## config.mk

```make
export PLATFORM = sky130hd
export DESIGN_NAME = bit_serial_comparator
export DESIGN_NICKNAME = d
export VERILOG_FILES = /design/src/rtl/bit_serial_comparator.sv
export SDC_FILE = /design/constraint.sdc
export NUM_CORES = 1
export LEC_CHECK = 0
export ABC_CLOCK_PERIOD_IN_PS = 1400
export BUFFER_PORTS_ARGS = -buffer_cell sky130_fd_sc_hd__buf_2
export CORE_MARGIN = 4
export CORE_UTILIZATION = 53
export CTS_CLUSTER_SIZE = 16
export DETAILED_ROUTE_END_ITERATION = 10
export PLACE_DENSITY_LB_ADDON = 0.15
export SYNTH_ARGS = -nofsm -noshare
export SYNTH_HDL_FRONTEND = slang
export SYNTH_SLANG_ARGS = --single-unit
```

## constraint.sdc

```tcl
create_clock -name clk -period 1.4 [get_ports clk]
set_input_delay 0.35 -clock clk [delete_from_list [all_inputs] [get_ports clk]]
set_output_delay 0.35 -clock clk [all_outputs]
set_load 0.03 [all_outputs]
```

## src/rtl/bit_serial_comparator.sv

```systemverilog
// -----------------------------------------------------------------------------
// bit_serial_comparator
//
// Compares two unsigned WIDTH-bit operands one bit per clock, MSB first.
// A start request in IDLE captures both operands. The block then spends
// exactly WIDTH cycles in SHIFT and one cycle in DONE before returning to
// IDLE. The three result flags are registered on the SHIFT->DONE edge and
// hold their value until the next comparison completes.
//
// Ports
//   clk        rising-edge clock
//   rst        synchronous active-high reset
//   start      comparison request; only sampled in IDLE
//   a_in       operand A, captured on the accepted start edge
//   b_in       operand B, captured on the accepted start edge
//   busy       high whenever the FSM is not in IDLE
//   done       one-cycle pulse while the FSM is in DONE
//   eq_out     A == B
//   b_greater  B > A (unsigned)
//   a_greater  A > B (unsigned)
// -----------------------------------------------------------------------------
module bit_serial_comparator #(
  parameter int WIDTH = 8
) (
  input  logic             clk,
  input  logic             rst,
  input  logic             start,
  input  logic [WIDTH-1:0] a_in,
  input  logic [WIDTH-1:0] b_in,
  output logic             busy,
  output logic             done,
  output logic             eq_out,
  output logic             b_greater,
  output logic             a_greater
);

  localparam int CNT_W = (WIDTH > 1) ? $clog2(WIDTH) : 1;

  typedef enum logic [1:0] {
    S_IDLE  = 2'd0,
    S_SHIFT = 2'd1,
    S_DONE  = 2'd2
  } state_t;

  state_t             state_q, state_d;
  logic [WIDTH-1:0]   sa_q, sa_d;
  logic [WIDTH-1:0]   sb_q, sb_d;
  logic [CNT_W-1:0]   cnt_q, cnt_d;
  logic               e_q, e_d;
  logic               g_q, g_d;
  logic               eq_q, eq_d;
  logic               bg_q, bg_d;
  logic               ag_q, ag_d;

  // One bit-compare slice on the current MSBs. Once e has dropped, g can
  // no longer change: the highest differing bit already decided the result.
  logic bit_a, bit_b, e_step, g_step;

  always_comb begin
    bit_a  = sa_q[WIDTH-1];
    bit_b  = sb_q[WIDTH-1];
    e_step = e_q & ~(bit_a ^ bit_b);
    g_step = g_q | (~bit_a & bit_b & e_q);
  end

  always_comb begin
    state_d = state_q;
    sa_d    = sa_q;
    sb_d    = sb_q;
    cnt_d   = cnt_q;
    e_d     = e_q;
    g_d     = g_q;
    eq_d    = eq_q;
    bg_d    = bg_q;
    ag_d    = ag_q;

    case (state_q)
      S_IDLE: begin
        if (start) begin
          sa_d    = a_in;
          sb_d    = b_in;
          cnt_d   = CNT_W'(WIDTH - 1);
          e_d     = 1'b1;
          g_d     = 1'b0;
          state_d = S_SHIFT;
        end
      end

      S_SHIFT: begin
        e_d   = e_step;
        g_d   = g_step;
        sa_d  = {sa_q[WIDTH-2:0], 1'b0};
        sb_d  = {sb_q[WIDTH-2:0], 1'b0};
        cnt_d = cnt_q - CNT_W'(1);
        // Last slice: publish the decision using the values computed from
        // this final bit rather than the stale e_q/g_q.
        if (cnt_q == '0) begin
          state_d = S_DONE;
          eq_d    = e_step;
          bg_d    = g_step;
          ag_d    = ~e_step & ~g_step;
        end
      end

      S_DONE: begin
        state_d = S_IDLE;
      end

      default: begin
        state_d = S_IDLE;
      end
    endcase
  end

  always_ff @(posedge clk) begin
    if (rst) begin
      state_q <= S_IDLE;
      sa_q    <= '0;
      sb_q    <= '0;
      cnt_q   <= '0;
      e_q     <= 1'b1;
      g_q     <= 1'b0;
      eq_q    <= 1'b0;
      bg_q    <= 1'b0;
      ag_q    <= 1'b0;
    end else begin
      state_q <= state_d;
      sa_q    <= sa_d;
      sb_q    <= sb_d;
      cnt_q   <= cnt_d;
      e_q     <= e_d;
      g_q     <= g_d;
      eq_q    <= eq_d;
      bg_q    <= bg_d;
      ag_q    <= ag_d;
    end
  end

  assign busy      = (state_q != S_IDLE);
  assign done      = (state_q == S_DONE);
  assign eq_out    = eq_q;
  assign b_greater = bg_q;
  assign a_greater = ag_q;

endmodule

```

==> results of run 1 <==
==> cells by family (layout without fill, tap and decap cells) <==
| kind of cell | Yosys count | in the layout | synth area share |
|---|---|---|---|
| fa+ha+maj | 3 | 3 | 0.0302 |
| compound gates | 45 | 45 | 0.270 |
| flops | 26 | 26 | 0.419 |
| simple gates | 52 | 52 | 0.200 |
| buf+inv | 16 | 47 | 0.0806 |
==> area by class of cell <==
class | instances | area share
repair buffers | 38 | 0.162
inverters | 5 | 0.0141
multi-input cells | 100 | 0.417
well taps | 28 | 0.0232
clock inverters | 1 | 0.0199
clock buffers | 3 | 0.0149
flip-flops and latches | 26 | 0.350
==> critical path: stages (launching register included) <==
cell	delay [ns]
dfxtp_4	0.39
buf_6	0.12
nor2_4	0.07
buf_6	0.13
==> state kept, by name, summed over array words and instances, names as in the netlist <==
name / cells
g_q: 1
sb_q: 8
eq_out: 1
e_q: 1
sa_q: 8
b_greater: 1
state_q: 2
cnt_q: 3
a_greater: 1
==> per-stage QoR <==
stage / TNS, ns / instances / power [mW]
detailed placement: 0 / 192 / 1.29
global route: -0.0250 / 201 / 1.92
CTS: 0 / 200 / 1.81
floorplan: 0 / 142 / 1.19
global placement: 0 / 192 / 1.27
finish: 0 / 201 / 1.83
==> per-layer routing <==
| layer | up-vias | global-route usage |
|---|---|---|
| met5 | - | 0 |
| met4 | 0 | 0.0983 |
| met3 | 8 | 0.0253 |
| met2 | 30 | 0.299 |
| met1 | 532 | 0.245 |
| li1 | 573 | - |
==> timing repair <==
item | CTS | global route
pin swaps | 0 | 0
endpoints found under the setup margin | 2 | 2
cloned | 0 | 0
buffers inserted | 4 | 1
resized for setup | 8 | 4
==> power by group through the flow <==
stage	registers, mW	logic (mW)	clock network, mW
floorplan	0.885	0.302	0
global placement	0.887	0.380	0
detailed placement	0.894	0.393	0
CTS	0.872	0.422	0.519
global route	0.885	0.481	0.554
finish	0.874	0.433	0.518
==> path summary, 6_finish.rpt <==
path / start / to / slack, ns / depth (start not counted)
max: state_q[0] / done / 0.01 / 3
min: a_in[0] / sa_q[0] / 0.31 / 3
max reg2reg: state_q[1] / sa_q[2] / 0.08 / 4
min reg2reg: a_greater / a_greater / 0.46 / 2
==> cells in the final DEF (no fill, tap or decap), drive strengths merged, types with 4 or more instances in the layout <==
master,count
nor2,32
buf,38
o22ai,6
a21oi,4
o2bb2ai,11
inv,5
nand2,6
dfxtp,26
a211oi,18
==> results.yml, run 1 <==
routing:
  ant_nets: 0
  num_vias: 1143
  route.layer.met1.wl_mm: 1.33
  drt-total-wl_mm: 2.88
  first_iter_violations: 24
  wl_per_cell_um: 14.3
  vias_per_cell: 5.69
  top_layer_used: "met4"
  drc: 0
  dr_wl_met2_mm: 1.33
  drt_pass1_iterations: 4
  wl_met3_um: 149
cts:
  insertion_delay_ns: 0.32
  h-tree-depth: 1
  cts_buffers: 3
  clock_sinks: 26
  cts_tree: "done"
  ctsHoldBuffers: 0
  clk_path_buf_depth: 2
  cts_root_buf: "clkbuf_4"
  clkTransAtPathRegs_ns: 0.15
timing:
  hold_viol: 0
  fin_crit_sh: 0.991
  worstMarginPinSlew_ns: 0.277
  setup_violations: 0
  rsz0062_at_grt: "true"
  fmax_mhz: 721
  finClkSkew_ns: 0.00748
  fin_crit_ns: 1.39
  maxSlewViolCount: 0
  max_slew_margin: 0.816
  fin_ws_ns: 0.0122
  whs_ns: 0.308
global_routing:
  grt_pass1_wl_mm: 4.82
  grt.total_usage: 0.188
  grt_max_degree: 19
  grt_pass1_vias: 1120
  grt_overflow_total: 0
  antenna_found_initial: 0
die:
  dieArea_mm2: 0.00318
  start_util: 0.562
  num_rows: 17
  dieHeight_um: 56.4
  io_pins: 24
  die_w_um: 56.4
  core_mm2: 0.00221
synthesis:
  synth_top_area_share: 0.419
  ys_top_cells_by_count: "nor2_1 (30), dfxtp_1 (26), a211oi_1 (18)"
  synth_top_area_cell: "dfxtp_1"
  synthArstFlopShare: 0
  ys_seq_area_frac: 0.419
  synth-edff-count: 0
  netlist_instances: 142
  yosysMostFrequentCell: "nor2_1"
  syn-mean-instance-area_um2: 8.75
  yosysUniqueCellTypes: 30
  syn_area_mm2: 0.00124
  synth-seq-cells: 26
  syn_nets: 164
  ys_warn_count: 0
  synthTopCellsByArea: "dfxtp_1 (42%), a211oi_1 (11%), nor2_1 (9.1%)"
  ys.flop_type: "dfxtp_1"
hold_path:
  min_path_type: "in2reg"
critical_path:
  start_kind: "flip-flop"
  critical_path.max_fanout: 4
  cp.required_ns: 1.05
  path_class: "reg2out"
  end_kind: "primary output"
  critPathArrivalTime_ns: 1.04
layout:
  fillers: 188
  finalInstanceArea_mm2: 0.00151
  multi_input_area_um2: 629
  fin_nets: 196
  regArea_um2: 528
  area_delta_synth_final_pct: 21.6
  finalCoreUtilization: 0.683
  drive_gt1_frac: 0.301
  antenna_cells: 0
placement:
  portBuffers: 23
  hpwl_mm: 2.03
  routabilityCongestion: 0.740
  dp_slack_ns: 0.0398
  placed_area_mm2: 0.00139
power:
  comb_power_share: 0.237
  p_per_area_mw_per_mm2: 1210
  peakVddDrop_v: 0.000709
  clkPwrFrac: 0.284
  seqPwrFrac: 0.479
  netSwitchingFraction: 0.281
  p_leak_nw: 0.632
  p_int_mw: 1.31
  power_switching_uw: 514
run_status:
  status: "complete, no violations"
run:
  drv_cap: 0
Power figures use the tool's default switching activity.
==> run 2, diff against run 1 <==
Settings changed: SETUP_SLACK_MARGIN set to 0.2.
==> results.yml, run 2 (same netlist as run 1, synthesis figures left out) <==
run_status:
  status: "complete, no violations"
routing:
  drc: 0
  drt-total-wl_mm: 3.59
  vias_per_cell: 6.00
  num_vias: 1249
  ant_nets: 0
  wl_per_cell_um: 17.3
  drt_pass1_iterations: 4
  first_iter_violations: 51
critical_path:
  critPathArrivalTime_ns: 1.03
  critical_path.startpoint: "state_q[0]"
  end_kind: "primary output"
  r2r_slack_ns: 0.04
  path_class: "reg2out"
  critical_path.max_fanout: 3
  r2r-start: "state_q[0]"
  cp.required_ns: 1.05
  start_kind: "flip-flop"
layout:
  final_cell_mix: "dfxtp_1 (19), buf_2 (18), nor2_1 (17), buf_4 (17), a211oi_2 (14)"
  antenna_cells: 0
  largest_registers: "sa_q (8), sb_q (8), cnt_q (3)"
  fillers: 118
  final_common_cell: "dfxtp_1"
  stdcell_count: 208
  area_delta_synth_final_pct: 50.2
  fin_nets: 204
  finalCoreUtilization: 0.843
  drive_gt1_frac: 0.600
cts:
  insertion_delay_ns: 0.31
  clk_path_buf_depth: 2
  clkTransAtPathRegs_ns: 0.13
  clock_sinks: 26
  h-tree-depth: 1
  cts_root_buf: "clkbuf_4"
  cts_buffers: 3
  cts_tree: "done"
run:
  drv_cap: 0
global_routing:
  grt_overflow_total: 0
  antenna_found_initial: 0
  grt_pass1_wl_mm: 4.89
  grt_pass1_vias: 1058
  grt.total_usage: 0.195
  grt_max_degree: 16
timing:
  maxSlewViolCount: 0
  rsz0062_at_grt: "true"
  fin_ws_ns: 0.0198
  fin_crit_ns: 1.38
  setup_violations: 0
  worstMarginPinSlew_ns: 0.345
  fin_crit_sh: 0.986
  fmax_mhz: 725
  max_slew_margin: 0.770
  hold_viol: 0
  finClkSkew_ns: 0.00230
power:
  peakVddDrop_v: 0.000901
  p_leak_nw: 0.711
  p_per_area_mw_per_mm2: 1010
die:
  dieHeight_um: 56.4
  core_mm2: 0.00221
  num_rows: 17
  dieArea_mm2: 0.00318
  start_util: 0.562
  die_w_um: 56.4
  io_pins: 24
hold_path:
  min_path_type: "in2reg"
  hp-start: "b_in[0]"
placement:
  dp_slack_ns: 0.119
  hpwl_mm: 1.97
  portBuffers: 23
  dp.cells: 191
  routabilityCongestion: 0.755
[run 2: cell count changes in the layout (fill, tap and decap cells not counted), sizes merged]
cell    before  now
bufinv       1    0
o21ba        1    4
buf         38   43
inv          5    4
clkinv       0    1
[run 2: area by class of cell]
cell class                 count  area (um2)  area share
clock buffer                   3        22.5      0.0121
inverter                       5        26.3      0.0141
multi-input combinational    103         936       0.502
sequential                    26         534       0.286
tap                           28        35.0      0.0188
timing repair buffer          43         312       0.167
[run 2: path summary, 6_finish.rpt]
path / to / depth (start not counted)
max: done / 3
min reg2reg: eq_out / 2
max reg2reg: sb_q[3] / 6
min: sb_q[0] / 3
[run 2: through the flow]
step	area, um2	hold slack (ns)	TNS [ns]	total power [mW]
final	1870	0.318	0	1.87
after global routing	1870	0.320	-0.0254	1.97
after CTS	1510	0.330	0	1.64
after detailed placement	1390	0.440	0	1.28
after global placement	1390	0.438	0	1.26
after floorplan	1270	0.456	0	1.19
[run 2: power by group]
part	internal, mW	switching [mW]	total [mW]
clock network	0.101	0.211	0.312
registers	0.822	0.0817	0.904
logic	0.324	0.336	0.659
[run 2: metal layers]
| layer | vias up | share of wire | global-route usage |
|---|---|---|---|
| met5 | - | 0 | 0 |
| met2 | 40 | 0.49 | 0.331 |
| met4 | 0 | 0.030 | 0.0814 |
| li1 | 600 | - | - |
| met3 | 10 | 0.054 | 0.0230 |
| met1 | 599 | 0.42 | 0.249 |
[run 2: timing repair]
action,in CTS,in global routing
resized for setup,19,66
hold buffers,0,0
gates cloned,1,2
endpoints found under the setup margin,10,25
pin swaps,4,28
buffers inserted,3,8
[run 2: critical path, stage by stage (launching register included)]
cell	delay (ns)
dfxtp_4	0.39
buf_8	0.13
nor2_4	0.07
buf_6	0.13
